==> src/rtl/uart_defs.sv <==
// uart_defs: shared UART types, mode constants and the half-duplex state encoding.
package uart_defs;
    localparam logic [1:0] FULLDUPLEX = 2'd0;
    localparam logic [1:0] HALFDUPLEX = 2'd1;
    localparam logic [1:0] SIMPLEX    = 2'd2;

    typedef struct packed {
        logic [1:0] mode;
        logic       master;
    } Config_t;

    typedef enum logic [1:0] {
        HD_IDLE  = 2'd0,
        HD_TX    = 2'd1,
        HD_RX    = 2'd2,
        HD_GUARD = 2'd3
    } HdState_t;
endpackage

==> src/rtl/uart_sync.sv <==
// uart_sync: generic N-stage bit synchroniser with a selectable reset value.
module uart_sync #(
    parameter int   STAGES  = 2,
    parameter logic RST_VAL = 1'b1
) (
    input  logic clk,
    input  logic rst,
    input  logic d,
    output logic q
);
    logic [STAGES-1:0] sr;

    always_ff @(posedge clk or posedge rst)
        if (rst) sr <= {STAGES{RST_VAL}};
        else     sr <= {sr[STAGES-2:0], d};

    assign q = sr[STAGES-1];
endmodule

==> src/rtl/uart_hw_flow_ctrl.sv <==
// uart_hw_flow_ctrl: RTS/CTS flow control with watermark hysteresis and a
// half-duplex line arbiter with turnaround guard time.
module uart_hw_flow_ctrl import uart_defs::*; #(
    parameter int SYNC_STAGES = 2,
    parameter int FIFO_AW     = 4,
    parameter int GUARD_W     = 8
) (
    input  logic               tck,
    input  logic               rst,
    input  logic               cts_n_i,
    output logic               rts_n_o,
    input  logic               tx_req_i,
    input  logic               tx_busy_i,
    output logic               tx_grant_o,
    output logic               tx_enable_o,
    input  logic               rx_busy_i,
    input  logic [FIFO_AW:0]   rx_level_i,
    output logic               rx_enable_o,
    input  logic               cfg_fc_en_i,
    input  logic [FIFO_AW:0]   cfg_hi_wm_i,
    input  logic [FIFO_AW:0]   cfg_lo_wm_i,
    input  logic [GUARD_W-1:0] cfg_guard_i,
    input  Config_t            uart_config_i,
    output logic [1:0]         hd_state_o
);
    HdState_t           state, next;
    logic               cts_s, rx_rdy, cts_ok, rts_fd, hd, master, mode_chg;
    logic               rts_n, tx_grant, tx_en, rx_en;
    logic [GUARD_W-1:0] cnt;
    logic [1:0]         mode_q;

    uart_sync #(.STAGES(SYNC_STAGES), .RST_VAL(1'b1)) u_cts_sync (
        .clk(tck),
        .rst(rst),
        .d(cts_n_i),
        .q(cts_s)
    );

    assign hd       = uart_config_i.mode == HALFDUPLEX;
    assign master   = uart_config_i.master;
    assign cts_ok   = ~cts_s | ~cfg_fc_en_i;
    assign rts_fd   = cfg_fc_en_i & ~rx_rdy;
    assign mode_chg = (uart_config_i.mode != mode_q) && (state != HD_IDLE);

    always_comb begin
        next = state;
        if (mode_chg)
            next = HD_GUARD;
        else
            case (state)
                HD_IDLE:  next = !hd ? HD_IDLE :
                                 (~cts_s & ~(tx_req_i & master)) ? HD_RX :
                                 tx_req_i ? HD_TX : HD_IDLE;
                HD_TX:    next = (~tx_req_i & ~tx_busy_i) ? HD_GUARD : HD_TX;
                HD_RX:    next = (cts_s & ~rx_busy_i) ? HD_GUARD : HD_RX;
                default:  next = (cnt == '0) ? HD_IDLE : HD_GUARD;
            endcase
    end

    // Outputs are registered from the next state so they line up with hd_state_o.
    always_comb begin
        tx_en    = 1'b0;
        rx_en    = 1'b0;
        rts_n    = 1'b1;
        tx_grant = 1'b0;
        if (next == HD_TX) begin
            tx_en    = 1'b1;
            rts_n    = 1'b0;
            tx_grant = tx_req_i & cts_ok;
        end else if (next == HD_RX) begin
            rx_en = 1'b1;
            rts_n = ~rx_rdy;
        end else if (next == HD_IDLE && !hd) begin
            tx_en    = (uart_config_i.mode != SIMPLEX) | master;
            rx_en    = (uart_config_i.mode != SIMPLEX) | ~master;
            rts_n    = rx_en ? rts_fd : 1'b1;
            tx_grant = tx_en & tx_req_i & cts_ok;
        end
    end

    always_ff @(posedge tck or posedge rst)
        if (rst) begin
            state       <= HD_IDLE;
            cnt         <= '0;
            mode_q      <= FULLDUPLEX;
            rx_rdy      <= 1'b1;
            rts_n_o     <= 1'b1;
            tx_grant_o  <= 1'b0;
            tx_enable_o <= 1'b0;
            rx_enable_o <= 1'b0;
        end else begin
            state       <= next;
            mode_q      <= uart_config_i.mode;
            cnt         <= (next == HD_GUARD && state != HD_GUARD) ? cfg_guard_i :
                           (state == HD_GUARD && cnt != '0) ? cnt - GUARD_W'(1) : cnt;
            rx_rdy      <= (rx_level_i >= cfg_hi_wm_i) ? 1'b0 :
                           (rx_level_i <= cfg_lo_wm_i) ? 1'b1 : rx_rdy;
            rts_n_o     <= rts_n;
            tx_grant_o  <= tx_grant;
            tx_enable_o <= tx_en;
            rx_enable_o <= rx_en;
        end

    assign hd_state_o = state;
endmodule

==> config.mk <==
export PLATFORM = sky130hd
export DESIGN_NAME = uart_hw_flow_ctrl
export DESIGN_NICKNAME = d
export VERILOG_FILES = /design/src/rtl/uart_defs.sv /design/src/rtl/uart_sync.sv /design/src/rtl/uart_hw_flow_ctrl.sv
export SDC_FILE = /design/constraint.sdc
export NUM_CORES = 1
export LEC_CHECK = 0
export CORE_UTILIZATION = 31
export CTS_BUF_LIST = sky130_fd_sc_hd__clkbuf_2
export DETAILED_ROUTE_END_ITERATION = 16
export PLACE_DENSITY_LB_ADDON = 0.15
export SYNTH_ARGS = -nofsm -noshare
export SYNTH_HDL_FRONTEND = slang
export SYNTH_SLANG_ARGS = --single-unit
==> constraint.sdc <==
create_clock -name tck -period 2.6 [get_ports tck]
set_input_delay 0.65 -clock tck [delete_from_list [all_inputs] [get_ports tck]]
set_output_delay 0.65 -clock tck [all_outputs]
set_load 0.03 [all_outputs]
==> key figures, run 1 <==
Synth
  – Synth area leaders: dfrtp_1 (28%), ha_1 (11%), dfstp_2 (7.8%)
  – EDFF count, synth: 0
  – Register bit count reported by yosys: 19
  – Yosys cell types: 41
  – Ys flop type: dfrtp_1
  – Synth Area in Adders: 11.1%
  – Yosys top cell area share: 27.8%
  – Synth Area in XOR/XNOR: between 3 and 4%
  – Synth Instances: 131
  – Cell Area, Synth: 1350 um^2
  – Synth Area per Inst: approximately 10 um^2
  – Syn nets: 176
  – Largest family of logic cells by synthesized area: compound AO/OA/AOI/OAI gates
  – Post-synthesis sequential area ratio: 35.6%
  – Post-synthesis compound-gate area fraction: about 22%
  – Multiplexer share of the synthesized area: 0.741%
  – Simple-Gate Fraction of Synth Area: a little over a fifth
  – Post-synth ARST share: 100%
  – Yosys top cell by area: dfrtp_1
  – Synth Warn #: 0

Die
  – Total die area: 4630 um^2
  – Core ar.: 4090 um^2
  – IO Pins: 39
  – Die width: 68.0 um
  – DIE HEIGHT: 68.0 um
  – Site row count: 23
  – Initial Util: 33.1%

Routing
  – Routed len/inst: between 10 and 15 um
  – Vias: 1072
  – Post-DRT Antenna Nets: 0
  – Residual DRC: 0
  – Pre-Repair DR Iteration Count: 4
  – Via density: around 4.8
  – 1st-iter DRT viols: 29
  – Final WL: 2650 um

Power and ir drop
  – Power density cells: roughly 550 nW/um^2
  – Reg power frac: 44.3%
  – P_int: approximately 0.00064 W
  – Proportion of power drawn by combinational gates: 42.8%
  – Leak Pwr: ~0.8 nW
  – Clock network power share: 12.9%
  – NetSw: 0.000364 W
  – VDD IR max: around 0.17 mV
  – Sw Share: 36.2%

Clock network
  – Inserted Clock Buffers: 3
  – CTS tree: built
  – H-Tree Depth: 1
  – Hold_buf cts: 0
  – Root Buffer: clkbuf_2
  – Sink Count: 19
  – Post-CTS sizing: 0
  – Clk pin slew, worst setup/hold paths: 0.18 ns
  – Longest Clk Path Bufs: 2
  – Latest clock arrival within the worst-skew pair: 0.32 ns
  – # Post-CTS Setup Buffers: 0

Worst setup path
  – Setup slack, reg-to-reg: 0.72 ns
  – CP max stage delay: 0.73 ns
  – WP data required: 1.95 ns
  – CP startpoint kind: flop
  – Setup CP Type: flop to primary output
  – CP delay by family, top: buffers and inverters
  – Crit Path Max Fanout: 8
  – Worst path cell trace: clkdlybuf4s50_1
  – Worst endpoint data arrival time: 1.59 ns
  – CP Buf/Inv Count: 1
  – Kind of end point of the critical path: primary output
  – Slowest cell on the critical path: clkdlybuf4s50_1

Run status
  – Status: finished clean

STA
  – Final period utilization: a little under nine tenths
  – Worst Tran Pin Value: 0.707 ns
  – Final Hold Fails: 0
  – # setup viols final: 0
  – Achievable Freq: 446 MHz
  – Fin Setup TNS: 0 ns
  – Slew Viols, Final: 0
  – RSZ-0062 raised after global routing: no
  – Rel. slew slack: 52.8%
  – Fin crit period: 2.24 ns
  – Clock skew: 0.000883 ns

GRT
  – Met3 GRT Util: 2.50%
  – Total congestion overflow: 0
  – First-pass GRT wire length: 4560 um
  – Initial antenna violation count: 0
  – Met1 GRT Util: 16.9%
  – Met2 Usage GRT: 21.8%
  – Global Route Usage Sum: 13.3%
  – Vias in the first global route: 1030
  – GRT Max-Usage Layer: met2
  – Largest net degree at the start of global routing: 20

Final layout
  – Most frequent cells in the layout: clkdlybuf4s50_1 (38), dfrtp_1 (15), inv_1 (14)
  – Commonest non-fill, non-tap cell in the layout: clkdlybuf4s50_1
  – Fill cells: between 400 and 500
  – Fraction of layout cells with a size suffix above 1: 20.0%
  – N_diodes: 0
  – Final #Nets: 221
  – Multi-input gate area: 798 um^2
  – Non-filler cells, final: 225
  – Layout Area Growth over Synthesis: 34.4%
  – FF+latch area: a little under 500 um^2

Placed design
  – Dpl cells: 221
  – IO buf count: 38
  – DP HPWL: around 2200 um
  – Routability cong.: roughly 0.84

Run
  – Maxcap violations: 0

Hold path
  – Min-delay worst type: flop to flop
## per-layer routing
layer / share of wire (%) / vias to the layer above
met4: 1.7 / 0
met2: 49 / 21
met1: 45 / 499
met5: 0 / -
met3: 3.5 / 4
li1: - / 548
## power groups by stage
| stage | clock network [W] | registers [W] | logic [W] |
|---|---|---|---|
| 2_1_floorplan | 0 | 0.000440 | 0.000323 |
| 3_3_place_gp | 0 | 0.000452 | 0.000427 |
| 3_5_place_dp | 0 | 0.000453 | 0.000435 |
| 4_1_cts | 0.000137 | 0.000446 | 0.000437 |
| 5_1_grt | 0.000150 | 0.000458 | 0.000491 |
| 6_report | 0.000130 | 0.000446 | 0.000431 |
## registers in the layout (all words and copies together), names as in the netlist
register and count:
cnt 8, hd_state_o 2, mode_q 2, rts_n_o 1, rx_enable_o 1, rx_rdy 1
tx_enable_o 1, tx_grant_o 1, u_cts_sync.sr 2
## cells in the mapped netlist (all sizes together) (3+ instances only)
master  instances
dfrtp          15
nor2b           5
xor2            5
ha             12
inv            14
nand2          17
and3            3
a21o            5
o21ai          11
dfstp           4
a21oi           5
nor2            7
## layout make-up
type	count	area share (%)
Multi-Input combinational cell	97	43.9
Sequential cell	19	26.4
Timing Repair Buffer	41	22.2
Tap cell	50	3.44
Inverter	14	2.89
Clock buffer	3	0.826
Clock inverter	1	0.275
## kinds of logic after synthesis
group	after synthesis
AND/OR/NAND/NOR	46
AO/OA/AOI/OAI	32
flip-flops	19
buffers and inverters	15
adder cells (fa/ha/maj)	12
XOR/XNOR	6
multiplexers	1
## per-stage QoR
step / hold slack (ns) / total power (W) / utilization (%) / instance area (um^2) / setup slack [ns]
detailed placement: 0.352 / 0.000888 / 44.0 / 1800 / 0.121
CTS: 0.376 / 0.00102 / 44.5 / 1820 / 0.346
floorplan: 0.345 / 0.000763 / - / 1350 / 0.716
finish: 0.374 / 0.00101 / 44.5 / 1820 / 0.360
global placement: 0.347 / 0.000880 / 44.0 / 1800 / 0.162
global route: 0.379 / 0.00110 / 44.5 / 1820 / 0.267
## path summary, 6_finish.rpt
kind                                       startpoint                         end  depth (start not counted)
min in group asynchronous                         rst          cnt[0]$_DFFE_PP0P_                          2
min reg2reg                u_cts_sync.sr[0]$_DFF_PP1_  u_cts_sync.sr[1]$_DFF_PP1_                          0
min                        u_cts_sync.sr[0]$_DFF_PP1_  u_cts_sync.sr[1]$_DFF_PP1_                          0
max                           hd_state_o[0]$_DFF_PP0_               hd_state_o[0]                          1
max in group asynchronous                         rst        tx_grant_o$_DFF_PP0_                          2
max reg2reg                        cnt[0]$_DFFE_PP0P_          cnt[6]$_DFFE_PP0P_                          7
Note: power is estimated with default switching activity, not from simulation.
==> inputs of run 2 (changes only) <==
CTS_CLUSTER_DIAMETER = 30   (was unset)
==> results of run 2 <==
No change in the layout: final DEF, timing and power equal those of run 1.
==> inputs of run 3 (changes only) <==
CORE_MARGIN = 2   (was unset)
==> key figures, run 3 (synthesized netlist as in run 1, its figures left out) <==
Worst setup path
  – Worst path cell trace: clkdlybuf4s50_1
  – Worst endpoint data arrival time: 1.57 ns (-0.02 ns)
  – Setup CP Type: flop to primary output
  – CP max stage delay: 0.73 ns (about the same)
  – Kind of end point of the critical path: primary output
  – Crit Path Max Fanout: 8 (unchanged)
  – Reg-to-reg endpoint: cnt[6]$_DFFE_PP0P_
  – WP data required: 1.95 ns (about the same)
  – CP startpoint kind: flop
  – Setup slack, reg-to-reg: 0.72 ns (about the same)
  – FF-to-FF path depth: 7 (unchanged)
  – CP Buf/Inv Count: 1 (unchanged)
  – CP delay by family, top: buffers and inverters
  – Worst r2r src: cnt[0]$_DFFE_PP0P_
  – Slowest cell on the critical path: clkdlybuf4s50_1

GRT
  – First-pass GRT wire length: 4770 um (+4.5%)
  – Largest net degree at the start of global routing: 20 (unchanged)
  – Total congestion overflow: 0 (unchanged)
  – Initial antenna violation count: 0 (unchanged)
  – Vias in the first global route: 1073 (+4.2%)
  – Global Route Usage Sum: 12.0% (-1.3 points)

Final layout
  – Fraction of layout cells with a size suffix above 1: 20.5% (+0.45 points)
  – Layout Area Growth over Synthesis: 35.2%
  – Fill cells: 436 (+6.3%)
  – N_diodes: 0 (unchanged)
  – Largest register by flop count: cnt
  – Most frequent cells in the layout: clkdlybuf4s50_1 (38), dfrtp_1 (15), inv_1 (14)
  – Max reg flops: 8 (unchanged)
  – Final #Nets: 222 (+0.45%)
  – Commonest non-fill, non-tap cell in the layout: clkdlybuf4s50_1

Hold path
  – Hold Path Cell Cnt: 0 (unchanged)
  – Min-delay worst type: flop to flop
  – Hold wc startpoint: u_cts_sync.sr[0]$_DFF_PP1_
  – Worst Hold End: u_cts_sync.sr[1]$_DFF_PP1_

Routing
  – Residual DRC: 0 (unchanged)
  – Vias: 1066 (-0.56%)
  – 1st-iter DRT viols: 29 (unchanged)
  – Routed len/inst: 12.2 um (+3.4%)
  – Pre-Repair DR Iteration Count: 4 (unchanged)
  – Via density: 4.68 (-1.9%)
  – Final WL: 2780 um (+4.8%)
  – Post-DRT Antenna Nets: 0 (unchanged)

STA
  – RSZ-0062 raised after global routing: no
  – Final Hold Fails: 0 (unchanged)
  – Clock skew: 0.0289 ns (+0.0280 ns)
  – Fin Setup TNS: 0 ns (unchanged)
  – Achievable Freq: 451 MHz (+1.0%)
  – Slew Viols, Final: 0 (unchanged)
  – Fin worst setup slack: 0.383 ns (+0.0228 ns)
  – Worst Tran Pin Value: 0.734 ns (+0.0279 ns)
  – Final period utilization: 85.3% (-0.88 points)
  – Fin crit period: 2.22 ns (-0.0228 ns)
  – # setup viols final: 0 (unchanged)
  – Rel. slew slack: 51.0% (-1.9 points)

Clock network
  – H-Tree Depth: 1 (unchanged)
  – Post-CTS sizing: 0 (unchanged)
  – Hold_buf cts: 0 (unchanged)
  – Clk pin slew, worst setup/hold paths: 0.16 ns (-0.02 ns)
  – Longest Clk Path Bufs: 2 (unchanged)
  – Sink Count: 19 (unchanged)
  – CTS tree: built
  – Root Buffer: clkbuf_2
  – # Post-CTS Setup Buffers: 0 (unchanged)
  – Latest clock arrival within the worst-skew pair: 0.33 ns (about the same)
  – Inserted Clock Buffers: 3 (unchanged)

Placed design
  – Place WS: 0.139 ns (+0.0184 ns)
  – Routability cong.: 0.817 (-3.2%)
  – IO buf count: 38 (unchanged)
  – DP HPWL: 2320 um (+6.2%)

Die
  – Core ar.: 4260 um^2 (+4.3%)
  – Site row count: 24 (+4.3%)
  – Initial Util: 31.7% (-1.4 points)
  – DIE HEIGHT: 70.0 um (+2.9%)
  – Die width: 70.0 um (+2.9%)
  – IO Pins: 39 (unchanged)
  – Total die area: 4900 um^2 (+6.0%)

Power and ir drop
  – Leak Pwr: 0.815 nW (+0.62%)
  – Power density cells: 556 nW/um^2 (+0.20%)
  – VDD IR max: 0.235 mV (+39%)

Run
  – Maxcap violations: 0 (unchanged)

Run status
  – Status: finished clean
## run 3: changes by cell type in the layout (fill, tap and decap cells not counted), sizes merged
cell    delta
buf        +1
clkbuf     +1
clkinv     -1
## run 3: power by group
group	switching (W)	internal [W]	total (W)
combinational	0.000197	0.000235	0.000432
clock	0.0000951	0.0000407	0.000136
sequential	0.0000730	0.000374	0.000447
## run 3: routing by layer
metal | share of wire [%] | global-route usage (%) | routed length [um] | up-vias
met5 | 0 | 0 | 0 | -
met1 | 42 | 13.8 | 1180 | 496
met3 | 5.0 | 3.75 | 138 | 2
met4 | 0.65 | 2.56 | 18 | 0
li1 | - | - | - | 549
met2 | 52 | 21.7 | 1440 | 19
## run 3: worst max-delay path by stage
stage	from	endpoint	slack, ns	cells after the start
finish	hd_state_o[0]$_DFF_PP0_	hd_state_o[0]	0.38	1
global route	hd_state_o[0]$_DFF_PP0_	hd_state_o[0]	0.26	1
CTS	hd_state_o[0]$_DFF_PP0_	hd_state_o[0]	0.35	1
detailed placement	rx_level_i[0]	rx_rdy$_DFFE_PP1P_	0.14	8
global placement	uart_config_i[1]	tx_grant_o$_DFF_PP0_	0.16	7
floorplan	rx_level_i[0]	rx_rdy$_DFFE_PP1P_	0.72	7
## run 3: layout make-up
type	instances	area [um^2]	area share, %
repair buffers	42	410	22.5
flip-flops and latches	19	480	26.3
inverters	14	52.6	2.88
multi-input cells	97	798	43.7
clock buffers	4	20.0	1.10
well taps	52	65.1	3.56
## run 3: through the flow
step	util, %	total power [W]	cell area, um^2	hold slack (ns)	std cells
detailed placement	42.4	0.000895	1810	0.350	224
global placement	42.4	0.000879	1810	0.346	224
CTS	42.8	0.00103	1830	0.373	228
global route	42.8	0.00110	1830	0.378	228
finish	42.8	0.00101	1830	0.370	228
floorplan	-	0.000763	1350	0.345	131
